File: src/rtl/spi_peripheral.sv
// spi_peripheral: CPOL-configurable, CPHA=0, MSB-first SPI target with clk-domain oversampling of the SPI pins,
// a one-deep transmit holding register and pulse-style rx/underrun/framing status.
module spi_peripheral #(
  parameter int                    DATA_WIDTH  = 8,
  parameter bit                    CPOL        = 1'b1,
  parameter int                    SYNC_STAGES = 2,
  parameter logic [DATA_WIDTH-1:0] TX_DEFAULT  = 8'hFF
) (
  input  logic                  clk,
  input  logic                  rst,
  input  logic                  SPI_CLK,
  input  logic                  SPI_EN,
  input  logic                  SPI_MOSI,
  output logic                  SPI_MISO,
  input  logic [DATA_WIDTH-1:0] tx_data,
  input  logic                  tx_valid,
  output logic                  tx_ready,
  output logic [DATA_WIDTH-1:0] rx_data,
  output logic                  rx_valid,
  output logic                  tx_underrun,
  output logic                  frame_err
);
  localparam int CW = $clog2(DATA_WIDTH + 1);
  localparam logic [CW-1:0] CNT_FULL = CW'(DATA_WIDTH);
  typedef enum logic {IDLE, SHIFT} state_e;
  state_e state_q, state_d;
  logic [SYNC_STAGES-1:0] sclk_q, en_q, mosi_q, vld_q;
  logic sclk_h_q, en_h_q, armed_q, armed_d;
  logic [CW-1:0] cnt_q, cnt_d;
  logic [DATA_WIDTH-1:0] rx_shift_q, rx_shift_d, tx_shift_q, tx_shift_d;
  logic [DATA_WIDTH-1:0] hold_q, hold_d, rx_data_q, rx_data_d, load_val;
  logic hold_full_q, hold_full_d, miso_q, miso_d;
  logic rx_valid_q, rx_valid_d, underrun_q, underrun_d, frame_err_q, frame_err_d;
  logic sclk_s, en_s, mosi_s, lead, trail, en_rise, en_fall, wr, load;
  always_ff @(posedge clk) begin
    if (rst) begin
      sclk_q   <= {SYNC_STAGES{CPOL}};
      en_q     <= '0;
      mosi_q   <= '0;
      vld_q    <= '0;
      sclk_h_q <= CPOL;
      en_h_q   <= 1'b0;
    end else begin
      sclk_q   <= {sclk_q[SYNC_STAGES-2:0], SPI_CLK};
      en_q     <= {en_q[SYNC_STAGES-2:0], SPI_EN};
      mosi_q   <= {mosi_q[SYNC_STAGES-2:0], SPI_MOSI};
      vld_q    <= {vld_q[SYNC_STAGES-2:0], 1'b1};
      sclk_h_q <= sclk_s;
      en_h_q   <= en_s;
    end
  end
  assign sclk_s   = sclk_q[SYNC_STAGES-1];
  assign en_s     = en_q[SYNC_STAGES-1];
  assign mosi_s   = mosi_q[SYNC_STAGES-1];
  assign lead     = (sclk_s != sclk_h_q) && (sclk_h_q == CPOL);
  assign trail    = (sclk_s != sclk_h_q) && (sclk_h_q != CPOL);
  // A session may only start once EN has been seen low with flushed synchronizers after reset.
  assign en_rise  = armed_q & en_s & ~en_h_q;
  assign en_fall  = ~en_s & en_h_q;
  assign wr       = tx_valid & ~hold_full_q;
  assign load     = (state_q == IDLE) ? en_rise : (!en_fall && trail && cnt_q == '0);
  assign load_val = hold_full_q ? hold_q : TX_DEFAULT;
  always_comb begin
    state_d     = state_q;
    armed_d     = armed_q | (vld_q[SYNC_STAGES-1] & ~en_s);
    cnt_d       = cnt_q;
    rx_shift_d  = rx_shift_q;
    tx_shift_d  = tx_shift_q;
    rx_data_d   = rx_data_q;
    miso_d      = miso_q;
    hold_d      = wr ? tx_data : hold_q;
    hold_full_d = wr | (hold_full_q & ~load);
    rx_valid_d  = 1'b0;
    underrun_d  = load & ~hold_full_q;
    frame_err_d = 1'b0;
    if (cnt_q == CNT_FULL) begin
      rx_data_d  = rx_shift_q;
      rx_valid_d = 1'b1;
      cnt_d      = '0;
    end
    if (load) begin
      tx_shift_d = load_val;
      miso_d     = load_val[DATA_WIDTH-1];
      cnt_d      = '0;
    end
    if (state_q == IDLE) begin
      state_d = en_rise ? SHIFT : IDLE;
    end else if (en_fall) begin
      state_d     = IDLE;
      miso_d      = 1'b0;
      cnt_d       = '0;
      frame_err_d = (cnt_q != '0) && (cnt_q != CNT_FULL);
    end else if (lead) begin
      rx_shift_d = {rx_shift_q[DATA_WIDTH-2:0], mosi_s};
      cnt_d      = cnt_q + 1'b1;
    end else if (trail && cnt_q != '0) begin
      miso_d     = tx_shift_q[DATA_WIDTH-2];
      tx_shift_d = {tx_shift_q[DATA_WIDTH-2:0], tx_shift_q[DATA_WIDTH-1]};
    end
  end
  always_ff @(posedge clk) begin
    if (rst) begin
      state_q     <= IDLE;
      armed_q     <= 1'b0;
      cnt_q       <= '0;
      rx_shift_q  <= '0;
      tx_shift_q  <= '0;
      rx_data_q   <= '0;
      miso_q      <= 1'b0;
      hold_q      <= '0;
      hold_full_q <= 1'b0;
      rx_valid_q  <= 1'b0;
      underrun_q  <= 1'b0;
      frame_err_q <= 1'b0;
    end else begin
      state_q     <= state_d;
      armed_q     <= armed_d;
      cnt_q       <= cnt_d;
      rx_shift_q  <= rx_shift_d;
      tx_shift_q  <= tx_shift_d;
      rx_data_q   <= rx_data_d;
      miso_q      <= miso_d;
      hold_q      <= hold_d;
      hold_full_q <= hold_full_d;
      rx_valid_q  <= rx_valid_d;
      underrun_q  <= underrun_d;
      frame_err_q <= frame_err_d;
    end
  end
  assign SPI_MISO    = miso_q;
  assign tx_ready    = ~hold_full_q;
  assign rx_data     = rx_data_q;
  assign rx_valid    = rx_valid_q;
  assign tx_underrun = underrun_q;
  assign frame_err   = frame_err_q;
endmodule

File: config.mk
export PLATFORM = sky130hd
export DESIGN_NAME = spi_peripheral
export DESIGN_NICKNAME = d
export VERILOG_FILES = /design/src/rtl/spi_peripheral.sv
export SDC_FILE = /design/constraint.sdc
export NUM_CORES = 1
export LEC_CHECK = 0
export CELL_PAD_IN_SITES_DETAIL_PLACEMENT = 0
export CELL_PAD_IN_SITES_GLOBAL_PLACEMENT = 1
export CORE_MARGIN = 2
export CORE_UTILIZATION = 41
export DETAILED_ROUTE_END_ITERATION = 6
export PLACE_DENSITY = 0.82
export SYNTH_ARGS = -nofsm -noshare
export SYNTH_HDL_FRONTEND = slang
export SYNTH_SLANG_ARGS = --single-unit
File: constraint.sdc
create_clock -name clk -period 2.05 [get_ports clk]
set_input_delay 0.615 -clock clk [delete_from_list [all_inputs] [get_ports clk]]
set_output_delay 0.615 -clock clk [all_outputs]
set_load 0.02 [all_outputs]
# Word-level counts from Yosys, hierarchy flattened
# Cells that the tools add are included.
# W data, S select, Z words.
[word_totals]
register_bits = 53
inputBits = 14
wordCells = 72
[classes]
add_sub_neg = 1
n_eq_ne = 3
muxes = 22
n_bitwise = 16
reduce_logical = 11
[op_table]
columns = ["operator", "n"]
rows = [
  ["$mux W8", 6],
  ["$mux W4", 5],
  ["$mux W1", 11],
  ["$and A1 B1 Y1", 7],
  ["$not A1 Y1", 7],
  ["$logic_and A1 B1 Y1", 6],
  ["$add A4 B1 Y4 const B", 1],
  ["$eq A4 B4 Y1 const B", 1],
  ["$logic_not A4 Y1", 1],
  ["$ne A4 B4 Y1 const B", 1],
  ["$reduce_bool A4 Y1", 1],
  ["$reduce_and A3 Y1", 1],
  ["$reduce_or A3 Y1", 1],
  ["$or A1 B1 Y1", 2],
  ["$logic_not A1 Y1", 1],
  ["$ne A1 B1 Y1", 1],
]

# Longest topological paths before layout
# Gate-level depths: netlist of the first run.
[logic_depth]
ltp_word = 11
mapped_depth = 8
mapped_depth_nobuf = 6

# Least setup slack after synthesis of the first run
# No wires, ideal clock.
[synth_timing]
kind = "flip-flop to flip-flop"
from = "register cnt_q[0]"
to = "register miso_q (netlist: SPI_MISO)"
arrival_ns = 1.613
required_ns = 1.922
slack_ns = 0.309
path_stages_with_launch = 8
path_buffers = 1
synth_period_minus_slack_ns = 1.741
path_cell_list = "dfxtp_1 -> inv_1 -> ha_1 -> nand2b_4 -> or4_1 -> buf_6 -> a211oi_1 -> o31ai_1"
[synth_via]
elab_chain_len = 8
[synth_lines]
columns = ["item", "line_no", "source"]
rows = [
  ["start: declaration", "29", "logic [CW-1:0] cnt_q, cnt_d;"],
  ["start signal: assignment", "118", "cnt_q <= cnt_d;"],
  ["$logic_not A4 Y1", "61", "assign load = (state_q == IDLE) ? en_rise : (!en_fall && trail && cnt_q == '0);"],
  ["$logic_and A1 B1 Y1", "61", ""],
  ["$mux W1", "61", ""],
  ["$mux W1", "81", "if (load) begin"],
  ["$mux W1", "96", "end else if (trail && cnt_q != '0) begin"],
  ["$mux W1", "93", "end else if (lead) begin"],
  ["$mux W1", "88", "end else if (en_fall) begin"],
  ["$mux W1 (*)", "86", "if (state_q == IDLE) begin"],
  ["end signal: assignment", "122", "miso_q <= miso_d;"],
  ["end: declaration", "32", "logic hold_full_q, hold_full_d, miso_q, miso_d;"],
]
# Mark *: on every way between the ends. The rest lies on a longest branch, timed or not.
# A chain may end at the register's enable or synchronous reset.

# Final worst setup path of the first run
[layout_timing]
from = "register hold_full_q"
to = "output tx_ready"
[layout_via]
elab_chain_len = 1
[layout_lines]
columns = ["item", "line_no", "source"]
rows = [
  ["start: declaration", "32", ""],
  ["start signal: assignment", "124", "hold_full_q <= hold_full_d;"],
  ["$not A1 Y1", "131", "assign tx_ready = ~hold_full_q;"],
  ["end: declaration", "17", "output logic tx_ready,"],
]
# No other way between the ends.

==> reports/results.ini, run 1 <==
[outcome]
status=completed

[clocking]
cts_tree=built
clk_latency_ps=300
clkTransAtPathRegs_ps=80
hold_buffers=0
ctsHtreeMaxLevel=2
root_buffer=clkbuf_8
cts_buffers=5
clock_sinks=53
clock_path_buffers=2

[sta]
rsz0062_at_grt=no
tightest_slew_ps=735
setup_violations=0
clock_skew_ps=7.90
worst_slack_ps=80.2
finalWorstPathRequiredPeriod_ps=1970
fmax_mhz=508
hold_viol_final=0
fin_crit_sh_pct=96.1
final-max-slew-violation-count=0
fin_hold_ws_ps=421
relSlewSlack_pct=50.6
setup_tns_ps=0

[pwr]
swShare_pct=20.5
leakagePower_nw=0.899
power_density_nw_per_um2=750
p_int_mw=1.51
clockPowerShare_pct=37.6
peakVddDrop_mv=0.341
sequentialPowerShare_pct=56.1
pwr-share-comb_pct=6.4
p_sw_mw=0.390

[logic_synthesis]
synth_top_area_cell=dfxtp_1
synth_most_common_cell=dfxtp_1
seq_area_frac_synth_pct=51.5
yosys_warnings=0
ys.flop_type=dfxtp_1
synth_cells=231
avgSynthCellArea_um2=8.92
ys_async_sr_fraction_pct=0
synth_area_leaders=dfxtp_1, nand2_1, a21oi_1, nand3_1, a221o_1
ys_seq_elements=53
syn-cell-area_um2=2060
synthTopCellsByCount=dfxtp_1, nand2_1, a21oi_1, nand3_1
yosys.cell_types.count=40
synth_top_area_share_pct=51.5
synth_edf_count=0
syn-num-nets=247

[place]
dp_slack_ps=-29.2
place_hpwl_um=2870
portBuffers=26
gp_congestion=0.732
dpl.cell_count=321

[floorplanning]
start_util_pct=43.0
rows=25
fp.coreArea_um2=4790
dieArea_um2=5610
die_w_um=74.9
ios=27
die_h_um=74.9

[worst_hold_path]
hp-class=reg2reg

[setup_path]
cp_max_fo=3
start_kind=flop
end_kind=output pin
critPathArrivalTime_ps=1350
crit_required_ps=1430
criticalPathCategory=reg2out

[drt]
drt_iter0_drc=64
postRouteWirelength_um=4030
firstDrtPassIters=4
wl_per_cell_um=12.2
drc=0
antenna_left=0
vias=1617
viasPerCell=4.91

[global_routing]
grt_pass1_vias=1495
overflow=0
antenna_found_initial=0
grt_max_degree=23
grt_util_all_layers_pct=16.1
grt_first_pass_wirelength_um=6910

[finish]
fill_cells=487
drive_gt1_share_pct=9.92
diodes=0
finalNetCount=277
area_delta_synth_final_pct=23.3
layout.cells.non_filler=329

[flow_run]
drv_cap=0

per-stage QoR:
| step | power, mW | util [%] | cell area (um2) |
|---|---|---|---|
| floorplan | 1.16 | - | 2060 |
| global placement | 1.21 | 50.5 | 2420 |
| detailed placement | 1.21 | 50.5 | 2420 |
| CTS | 1.93 | 52.9 | 2530 |
| global route | 1.99 | 53.0 | 2540 |
| finish | 1.90 | 53.0 | 2540 |
power groups by stage:
stage	clock, mW	sequential [mW]	combinational [mW]
2_1_floorplan	0	1.09	0.0703
3_3_place_gp	0	1.09	0.122
3_5_place_dp	0	1.09	0.123
4_1_cts	0.742	1.07	0.123
5_1_grt	0.779	1.07	0.135
6_report	0.715	1.07	0.121
kinds of logic (layout without fill, tap and decap cells):
logic type               after synthesis  after routing  synth area share, %
flip-flops                            53             53                 51.5
AND/OR/NAND/NOR                      106            106                 26.8
buffers and inverters                 19             50                 4.07
adder cells (fa/ha/maj)                2              2                 1.21
AO/OA/AOI/OAI                         51             51                 16.4
registers in the layout, indices dropped and copies added, names as in the netlist, 2 cells and up:
name and cells:
rx_shift_q 8, hold_q 8, vld_q 2, tx_shift_q 8, rx_data 8, sclk_q 2
cnt_q 4, mosi_q 2, en_q 2
what timing repair did:
action                     in CTS  in global routing
setup endpoints to repair       0                  1
setup buffers                   0                  0
resized for setup               0                  1
cells in the final DEF (no fill, tap or decap), drive strengths merged, types with 2 or more instances in the layout:
master	instances
nor2	4
nand2	44
inv	6
nand3	15
and3b	2
clkdlybuf4s50	26
and2	7
or2	3
a221o	7
dfxtp	53
a211oi	2
a311oi	2
nand3b	3
buf	10
a21oi	30
o21ai	4
clkbuf	7
ha	2
nor3	3
nor2b	9
nand2b	10
final timing paths:
path | start | endpoint | slack, ps | cells after the start
min | sclk_q[0] | sclk_q[1] | 420 | 1
min reg2reg | sclk_q[0] | sclk_q[1] | 420 | 1
max | hold_full_q | tx_ready | 80 | 2
max reg2reg | cnt_q[1] | tx_shift_q[7] | 150 | 6
worst max-delay path: stages, from the launching register on:
cell             delay, ps
dfxtp_1                320
inv_1                  120
clkdlybuf4s50_1        620
cell type report:
class	count	area [um2]	share of cell area [%]
clock inverter	1	30.0	1.18
sequential	53	1060	41.8
multi-input combinational	159	920	36.2
clock buffer	7	86.3	3.40
tap	67	83.8	3.30
inverter	6	22.5	0.887
timing repair buffer	36	335	13.2
metal layers:
| metal | global-route usage, % | vias up | routed length [um] |
|---|---|---|---|
| met5 | 0 | - | 0 |
| met4 | 5.36 | 0 | 57 |
| met3 | 4.02 | 6 | 127 |
| met2 | 26.4 | 18 | 1880 |
| met1 | 20.9 | 739 | 1960 |
| li1 | - | 854 | - |
No activity file was read; power rests on OpenSTA's default activity.
==> run 2: changes to the inputs <==
Settings changed: CORE_UTILIZATION 41 to 25, PLACE_DENSITY 0.82 to 0.56.
==> run 2 against run 1 <==
Via count up 2.4%. Routed wire length is 14% higher. Sequential share of layout area fell by 0.77 points. Power shrank 6.8%. Non-clock buffer count is 5 higher. Sequential cell count is the same. Die area is 60% higher. Maximum frequency grew 1.2%.
==> reports/results.ini, run 2 (synthesis gave the netlist of run 1 again) <==
[global_routing]
antenna_found_initial=0
grt_pass1_vias=1693
grt_first_pass_wirelength_um=7940
grt_util_all_layers_pct=11.4
grt_max_degree=20
overflow=0

[finish]
area_delta_synth_final_pct=25.6
final_cell_mix=dfxtp_1, nand2_1, a21oi_1
final_common_cell=dfxtp_1
fill_cells=917
finalNetCount=282
drive_gt1_share_pct=10.9
diodes=0

[sta]
fin_hold_ws_ps=416
tightest_slew_ps=756
setup_tns_ps=0
fin_crit_sh_pct=94.9
relSlewSlack_pct=49.2
setup_violations=0
rsz0062_at_grt=no
clock_skew_ps=6.81
finalWorstPathRequiredPeriod_ps=1950
hold_viol_final=0
final-max-slew-violation-count=0
fmax_mhz=514

[setup_path]
critPathArrivalTime_ps=1330
criticalPathCategory=reg2out
rrSetupSlack_ps=130
worstPathCellList=inv_1 -> clkdlybuf4s50_1
cp_slowest_cell=clkdlybuf4s50_1
cp_slowest_stage_delay_ps=610
end_kind=output pin
cp_top_family=buffers and inverters
crit_required_ps=1430
cp_max_fo=3
start_kind=flop
worst-path-buf-inv=2

[place]
place_hpwl_um=3220
gp_congestion=0.727
portBuffers=26

[floorplanning]
start_util_pct=25.4
rows=33
fp.coreArea_um2=8090
die_w_um=94.8
ios=27
dieArea_um2=8980
die_h_um=94.8

[clocking]
clock_path_buffers=2
cts_tree=built
clkTransAtPathRegs_ps=90
ctsHtreeMaxLevel=2
clk_latency_ps=300
hold_buffers=0
clock_sinks=53
ctsResizeCount=0
cts_buffers=5
cts_setup_buffers=0
root_buffer=clkbuf_8

[flow_run]
drv_cap=0

[pwr]
leakagePower_nw=0.903
power_density_nw_per_um2=686
peakVddDrop_mv=0.244

[drt]
antenna_left=0
postRouteWirelength_um=4610
drt_iter0_drc=42
wl_per_cell_um=12.4
drc=0
viasPerCell=4.45
vias=1656
firstDrtPassIters=4

[outcome]
status=completed

[worst_hold_path]
hp-class=reg2reg

[run 2: power breakdown]
group          internal [mW]  switching, mW  leakage, nW  total [mW]
logic                 0.0638         0.0622        0.433       0.126
registers               1.05         0.0121        0.431        1.07
clock network          0.243          0.338       0.0385       0.581
total                   1.36          0.413        0.903        1.77
[run 2: cell type report]
cell class	instances	area [um2]	area share [%]
multi-input cells	159	915	35.4
clock buffers	7	76.3	2.95
clock inverters	1	7.51	0.290
well taps	105	131	5.08
inverters	6	22.5	0.871
repair buffers	41	373	14.4
flip-flops and latches	53	1060	41.0
[run 2: path summary, 6_finish.rpt]
check                                  from        end  cells after the start
worst max register to register     cnt_q[1]   SPI_MISO                      6
worst max-delay path            hold_full_q   tx_ready                      2
worst min-delay path              sclk_q[0]  sclk_q[1]                      1
worst min register to register    sclk_q[0]  sclk_q[1]                      1
[run 2: metal layers]
metal,vias up,GRT usage (%),part of all wire [%]
met1,777,14.8,49
met5,-,0,0
met2,15,18.6,47
met4,0,3.62,1.0
li1,859,-,-
met3,5,2.63,2.6
[run 2: per-stage QoR]
stage / power [mW] / std cells / worst slack, ps / utilization, % / instance area, um2
2_1_floorplan: 1.16 / 231 / 309 / - / 2060
3_3_place_gp: 1.22 / 364 / -17.8 / 30.9 / 2500
3_5_place_dp: 1.22 / 364 / -17.8 / 30.9 / 2500
4_1_cts: 1.81 / 372 / 78.7 / 32.0 / 2590
5_1_grt: 1.86 / 372 / 11.6 / 32.0 / 2590
6_report: 1.77 / 372 / 104 / 32.0 / 2590
